[src/rtl/pipeline_hazard_ctrl.sv]
// Hazard and sequencing controller for the 5-stage 8-bit pipeline: stage enables, bubbles and ALU forwarding.
// Define PIPE_PERF_CNT_EN to add saturating stall/flush cycle counters.
module pipeline_hazard_ctrl #(
    parameter int FLUSH_CYCLES = 2,
    parameter int MEM_TIMEOUT  = 15
) (
    input  logic       clk,
    input  logic       rst,
    input  logic [1:0] i_idex_rs1,
    input  logic [1:0] i_idex_rs2,
    input  logic [1:0] i_ifid_rs1,
    input  logic [1:0] i_ifid_rs2,
    input  logic       i_ifid_use_rs1,
    input  logic       i_ifid_use_rs2,
    input  logic [1:0] i_idex_rd,
    input  logic       i_idex_reg_en,
    input  logic       i_idex_is_load,
    input  logic [1:0] i_exm_rd,
    input  logic       i_exm_reg_en,
    input  logic       i_exm_mem_req,
    input  logic       i_mem_ready,
    input  logic [1:0] i_memwb_rd,
    input  logic       i_memwb_reg_en,
    input  logic       i_branch_taken,
    output logic       o_pc_en,
    output logic       o_ifid_en,
    output logic       o_idex_en,
    output logic       o_exm_en,
    output logic       o_ifid_flush,
    output logic       o_idex_flush,
    output logic [1:0] o_fwd_a_sel,
    output logic [1:0] o_fwd_b_sel,
    output logic       o_mem_err,
    output logic [1:0] o_state
`ifdef PIPE_PERF_CNT_EN
    ,
    output logic [15:0] o_stall_cycles,
    output logic [15:0] o_flush_cycles
`endif
);

    typedef enum logic [1:0] {
        ST_RUN      = 2'b00,
        ST_FLUSH    = 2'b01,
        ST_MEM_WAIT = 2'b10
    } state_t;

    localparam logic [7:0] L_TIMEOUT      = 8'(MEM_TIMEOUT);
    localparam logic [1:0] L_FLUSH_RELOAD = 2'(FLUSH_CYCLES - 1);

    state_t     r_state;
    logic [1:0] r_flush_cnt;
    logic [7:0] r_wait_cnt;
    logic       r_mem_err;

    logic       w_mem_stall;
    logic       w_timeout;
    logic       w_flushing;
    logic       w_load_use;
    logic       w_lu_stall;
    logic [1:0] w_next_flush_cnt;

    assign w_mem_stall = i_exm_mem_req & ~i_mem_ready & (r_wait_cnt < L_TIMEOUT);
    assign w_timeout   = i_exm_mem_req & ~i_mem_ready & ~w_mem_stall;
    assign w_flushing  = (r_flush_cnt != 2'd0);
    assign w_load_use  = i_idex_is_load & i_idex_reg_en &
                         ((i_ifid_use_rs1 & (i_idex_rd == i_ifid_rs1)) |
                          (i_ifid_use_rs2 & (i_idex_rd == i_ifid_rs2)));
    // Load-use is keyed on the flush counter, not on RUN, so the release cycle of a
    // memory wait still protects a real dependency; ID holds a bubble while flushing.
    assign w_lu_stall  = w_load_use & ~w_flushing & ~w_mem_stall & ~i_branch_taken;

    // The flush counter freezes under a memory stall and resumes on release.
    assign w_next_flush_cnt = i_branch_taken ? L_FLUSH_RELOAD :
                              w_flushing     ? r_flush_cnt - 2'd1 : 2'd0;

    function automatic logic [1:0] fwd_sel(input logic [1:0] rs, input logic exm_en_wb,
                                           input logic [1:0] exm_rd, input logic wb_en,
                                           input logic [1:0] wb_rd);
        if (exm_en_wb && exm_rd == rs) return 2'b01;
        if (wb_en && wb_rd == rs)      return 2'b10;
        return 2'b00;
    endfunction

    always_comb begin
        // NOTE: every output gets a default before any branch, so no latch can be inferred.
        o_pc_en      = 1'b1;
        o_ifid_en    = 1'b1;
        o_idex_en    = 1'b1;
        o_exm_en     = 1'b1;
        o_ifid_flush = 1'b0;
        o_idex_flush = 1'b0;
        o_fwd_a_sel  = fwd_sel(i_idex_rs1, i_exm_reg_en, i_exm_rd, i_memwb_reg_en, i_memwb_rd);
        o_fwd_b_sel  = fwd_sel(i_idex_rs2, i_exm_reg_en, i_exm_rd, i_memwb_reg_en, i_memwb_rd);
        if (rst) begin
            {o_pc_en, o_ifid_en, o_idex_en, o_exm_en} = 4'b0000;
            o_ifid_flush = 1'b1;
            o_idex_flush = 1'b1;
            o_fwd_a_sel  = 2'b00;
            o_fwd_b_sel  = 2'b00;
        end else if (w_mem_stall) begin
            {o_pc_en, o_ifid_en, o_idex_en, o_exm_en} = 4'b0000;
        end else if (i_branch_taken) begin
            o_ifid_flush = 1'b1;
            o_idex_flush = 1'b1;
        end else if (w_flushing) begin
            o_ifid_flush = 1'b1;
        end else if (w_lu_stall) begin
            o_pc_en      = 1'b0;
            o_ifid_en    = 1'b0;
            o_idex_flush = 1'b1;
        end
    end

    always_ff @(posedge clk) begin
        // NOTE: state registers use non-blocking assignments so every read sees the pre-edge value.
        if (rst) begin
            r_state     <= ST_RUN;
            r_flush_cnt <= 2'd0;
            r_wait_cnt  <= 8'd0;
            r_mem_err   <= 1'b0;
        end else if (w_mem_stall) begin
            r_state    <= ST_MEM_WAIT;
            r_wait_cnt <= r_wait_cnt + 8'd1;
        end else begin
            r_wait_cnt  <= 8'd0;
            r_flush_cnt <= w_next_flush_cnt;
            r_state     <= (w_next_flush_cnt != 2'd0) ? ST_FLUSH : ST_RUN;
            if (w_timeout) r_mem_err <= 1'b1;
        end
    end

    assign o_mem_err = r_mem_err;
    assign o_state   = r_state;

`ifdef PIPE_PERF_CNT_EN
    logic [15:0] r_stall_cycles;
    logic [15:0] r_flush_cycles;

    always_ff @(posedge clk) begin
        if (rst) begin
            r_stall_cycles <= 16'd0;
            r_flush_cycles <= 16'd0;
        end else begin
            if ((w_mem_stall | w_lu_stall) && r_stall_cycles != 16'hFFFF)
                r_stall_cycles <= r_stall_cycles + 16'd1;
            if (o_ifid_flush && r_flush_cycles != 16'hFFFF)
                r_flush_cycles <= r_flush_cycles + 16'd1;
        end
    end

    assign o_stall_cycles = r_stall_cycles;
    assign o_flush_cycles = r_flush_cycles;
`endif

endmodule

[config.mk]
export PLATFORM = sky130hd
export DESIGN_NAME = pipeline_hazard_ctrl
export DESIGN_NICKNAME = d
export VERILOG_FILES = /design/src/rtl/pipeline_hazard_ctrl.sv
export SDC_FILE = /design/constraint.sdc
export NUM_CORES = 1
export LEC_CHECK = 0
export BUFFER_PORTS_ARGS = -buffer_cell sky130_fd_sc_hd__buf_2
export CORE_UTILIZATION = 30
export DETAILED_ROUTE_END_ITERATION = 10
export SETUP_SLACK_MARGIN = 0.5
export SLEW_MARGIN = 5
export SYNTH_ARGS = -nofsm -noshare
export SYNTH_HDL_FRONTEND = slang
export SYNTH_SLANG_ARGS = --single-unit
[constraint.sdc]
create_clock -name clk -period 1.7 [get_ports clk]
set_input_delay 0.255 -clock clk [delete_from_list [all_inputs] [get_ports clk]]
set_output_delay 0.255 -clock clk [all_outputs]
set_load 0.02 [all_outputs]
==> results.toml <==
[run_status]
outcome = "finished, violations left"
violations = "negative setup slack"

[clock_network]
cts.sinks = 13
cts-root-buf = "clkbuf_4"
cts_buffer_depth = 2
htree_levels = 1
numCtsBuffers = 3
cts_tree = "yes"
clock_latency_ps = 270
clk_pin_slew_worst_paths_ps = 80

[drt]
ant_nets = 0
post_drt_wl_per_cell_um = 11.7
drtIter0Drc = 3
route.vias.total = 676
remaining_drc_errors = 0
drt_first_pass_iters = 4
routed_via_density = 4.51
wl_mm = 1.76

[floorplanning]
start_util_pct = 33.1
core_area_sq_um = 2020
ios = 38
die_w_um = 49.2
die_height_um = 49.2
die_area_sq_um = 2420
rows = 16

[timing]
min_period_ps = 1750
clock.fmax_mhz = 573
maxSlewViolCount = 0
finalSetupViolations = 4
rsz0062_at_grt = "yes"
hold_violations = 0
fin_crit_sh_pct = 103
postLayoutSetupSlackWorst_ps = -45.6
fin_skew_ps = 5.28

[critical_path]
r2r-start = "r_wait_cnt[4]"
cp-start-kind = "register"
r2r_cells = 6
arrival_ps = 1490
cp.required_ps = 1440
end_kind = "output port"
crit_type = "register to output port"
r2r_setup_slack_ps = 330
reg2reg_to = "o_state[0]"
cp_max_fo = 4

[hold_path]
hold_depth = 2
worstHoldPathType = "input port to register"
min_to = "o_mem_err"
hp-start = "rst"

[yosys]
synth_top_cell_by_area = "dfxtp_1"
synth_seq_cells = 13
synth_enable_flop_cells = 0
netlist_instances = 73
yosys.area.top_type_share_pct = 38.9
syn_area_sq_um = 669
yosys_warnings = 0
postSynthAreaPerCell_sq_um = 9.17
yosysSeqAreaShare_pct = 38.9
synthTopCellsByArea = "dfxtp_1 39%, xor2_1 14%, nor2_1 5.0%"
ys_async_sr_fraction_pct = 0
yosys.cell_types.count = 30
synthFlopType = "dfxtp_1"

[layout]
final_common_cell = "buf_2"
n_antenna_cell = 0
final_cell_area_sq_um = 1260
syn_to_final_growth_pct = 87.9
seq_area_sq_um = 268
multiInputGateArea_sq_um = 592
drive_above_1_share_pct = 63.4
utilization_pct = 62.2
final_nets = 150
fin_cells = 150
n_fill_cell = 156
final_cell_mix = "23 x buf_2, 12 x buf_4, 9 x buf_6, 9 x dfxtp_1, 7 x xor2_1"

[power]
ir_drop_mv = 0.557
p_leak_nw = 0.534
power_density_nw_per_um2 = 561

[place]
hpwl_mm = 1.25
pre_cts_ws_ps = 198
gp_congestion = 0.671
place_inst = 138
dpl_cell_area_sq_um = 951
portBuffers = 37

[grt]
grt_antenna_before_repair = 0
grt_max_degree = 10
track_usage_pct = 14.0
grt-ovfl-total = 0
grt_pass1_wl_mm = 2.55
grt_pass1_vias = 602

[run]
drv_cap = 0
==> cells in the mapped netlist, types with 2 or more instances <==
master and instances:
a21oi_1 3, and2_1 2, buf_4 2, dfxtp_1 13, inv_1 2, nand2_1 3
nand2b_1 3, nand3_1 3, nor2_1 9, nor3_1 3, xor2_1 11
==> layer usage <==
metal,vias up,part of all wire (%),wire length (um),track usage [%]
li1,342,-,-,-
met1,308,39,687,16.1
met2,24,53,934,23.1
met3,2,7.0,124,6.85
met4,0,0.68,12,2.94
met5,-,0,0,0
==> state kept, by name (all words and copies together), names as in the netlist <==
| name | count |
|---|---|
| r_flush_cnt | 2 |
| o_state | 2 |
| o_mem_err | 1 |
| r_wait_cnt | 8 |
==> cell families after synthesis <==
kind of cell    share of synthesized area (%)
other cells                             0.560
compound gates                           12.9
simple gates                             26.0
buf+inv                                  4.11
xor+xnor                                 15.7
fa+ha+maj                                1.87
flops                                    38.9
==> timing repair <==
action                                  4_1_cts  5_1_grt
pin swaps                                     5       11
buffers inserted                              2        6
endpoints found under the setup margin       11       14
hold buffers                                  0        0
gates resized for setup                      20       34
==> critical path, stage by stage, from the launching register on <==
cell     delay, ps
dfxtp_2        330
nor4_4         290
and3_4         270
nor2_4          50
and2_4         160
buf_6          120
==> how the worst max path moves through the flow <==
stage	to	cells after the start	start
after global routing	o_ifid_en	5	r_wait_cnt[4]
after floorplan	o_pc_en	6	r_wait_cnt[1]
after global placement	o_idex_flush	7	r_wait_cnt[0]
after CTS	o_ifid_en	5	r_wait_cnt[7]
final	o_pc_en	5	r_wait_cnt[4]
after detailed placement	o_fwd_a_sel[1]	4	rst
==> cell type report <==
| class | instances | share of cell area [%] |
|---|---|---|
| multi-input cells | 58 | 47.1 |
| repair buffers | 45 | 25.6 |
| flip-flops and latches | 13 | 21.3 |
| well taps | 27 | 2.69 |
| clock buffers | 4 | 2.09 |
| inverters | 3 | 1.29 |
==> stage by stage <==
stage,TNS (ps),total power [mW],hold slack (ps)
2_1_floorplan,0,0.414,327
3_3_place_gp,0,0.469,434
3_5_place_dp,0,0.472,438
4_1_cts,-181,0.683,222
5_1_grt,-477,0.749,229
6_report,-136,0.705,224
==> report_power, final <==
| part | internal [mW] | total, mW | switching (mW) |
|---|---|---|---|
| Combinational | 0.0967 | 0.200 | 0.104 |
| Clock | 0.0909 | 0.185 | 0.0942 |
| Sequential | 0.313 | 0.319 | 0.00640 |
(Power assumes the default switching activity.)
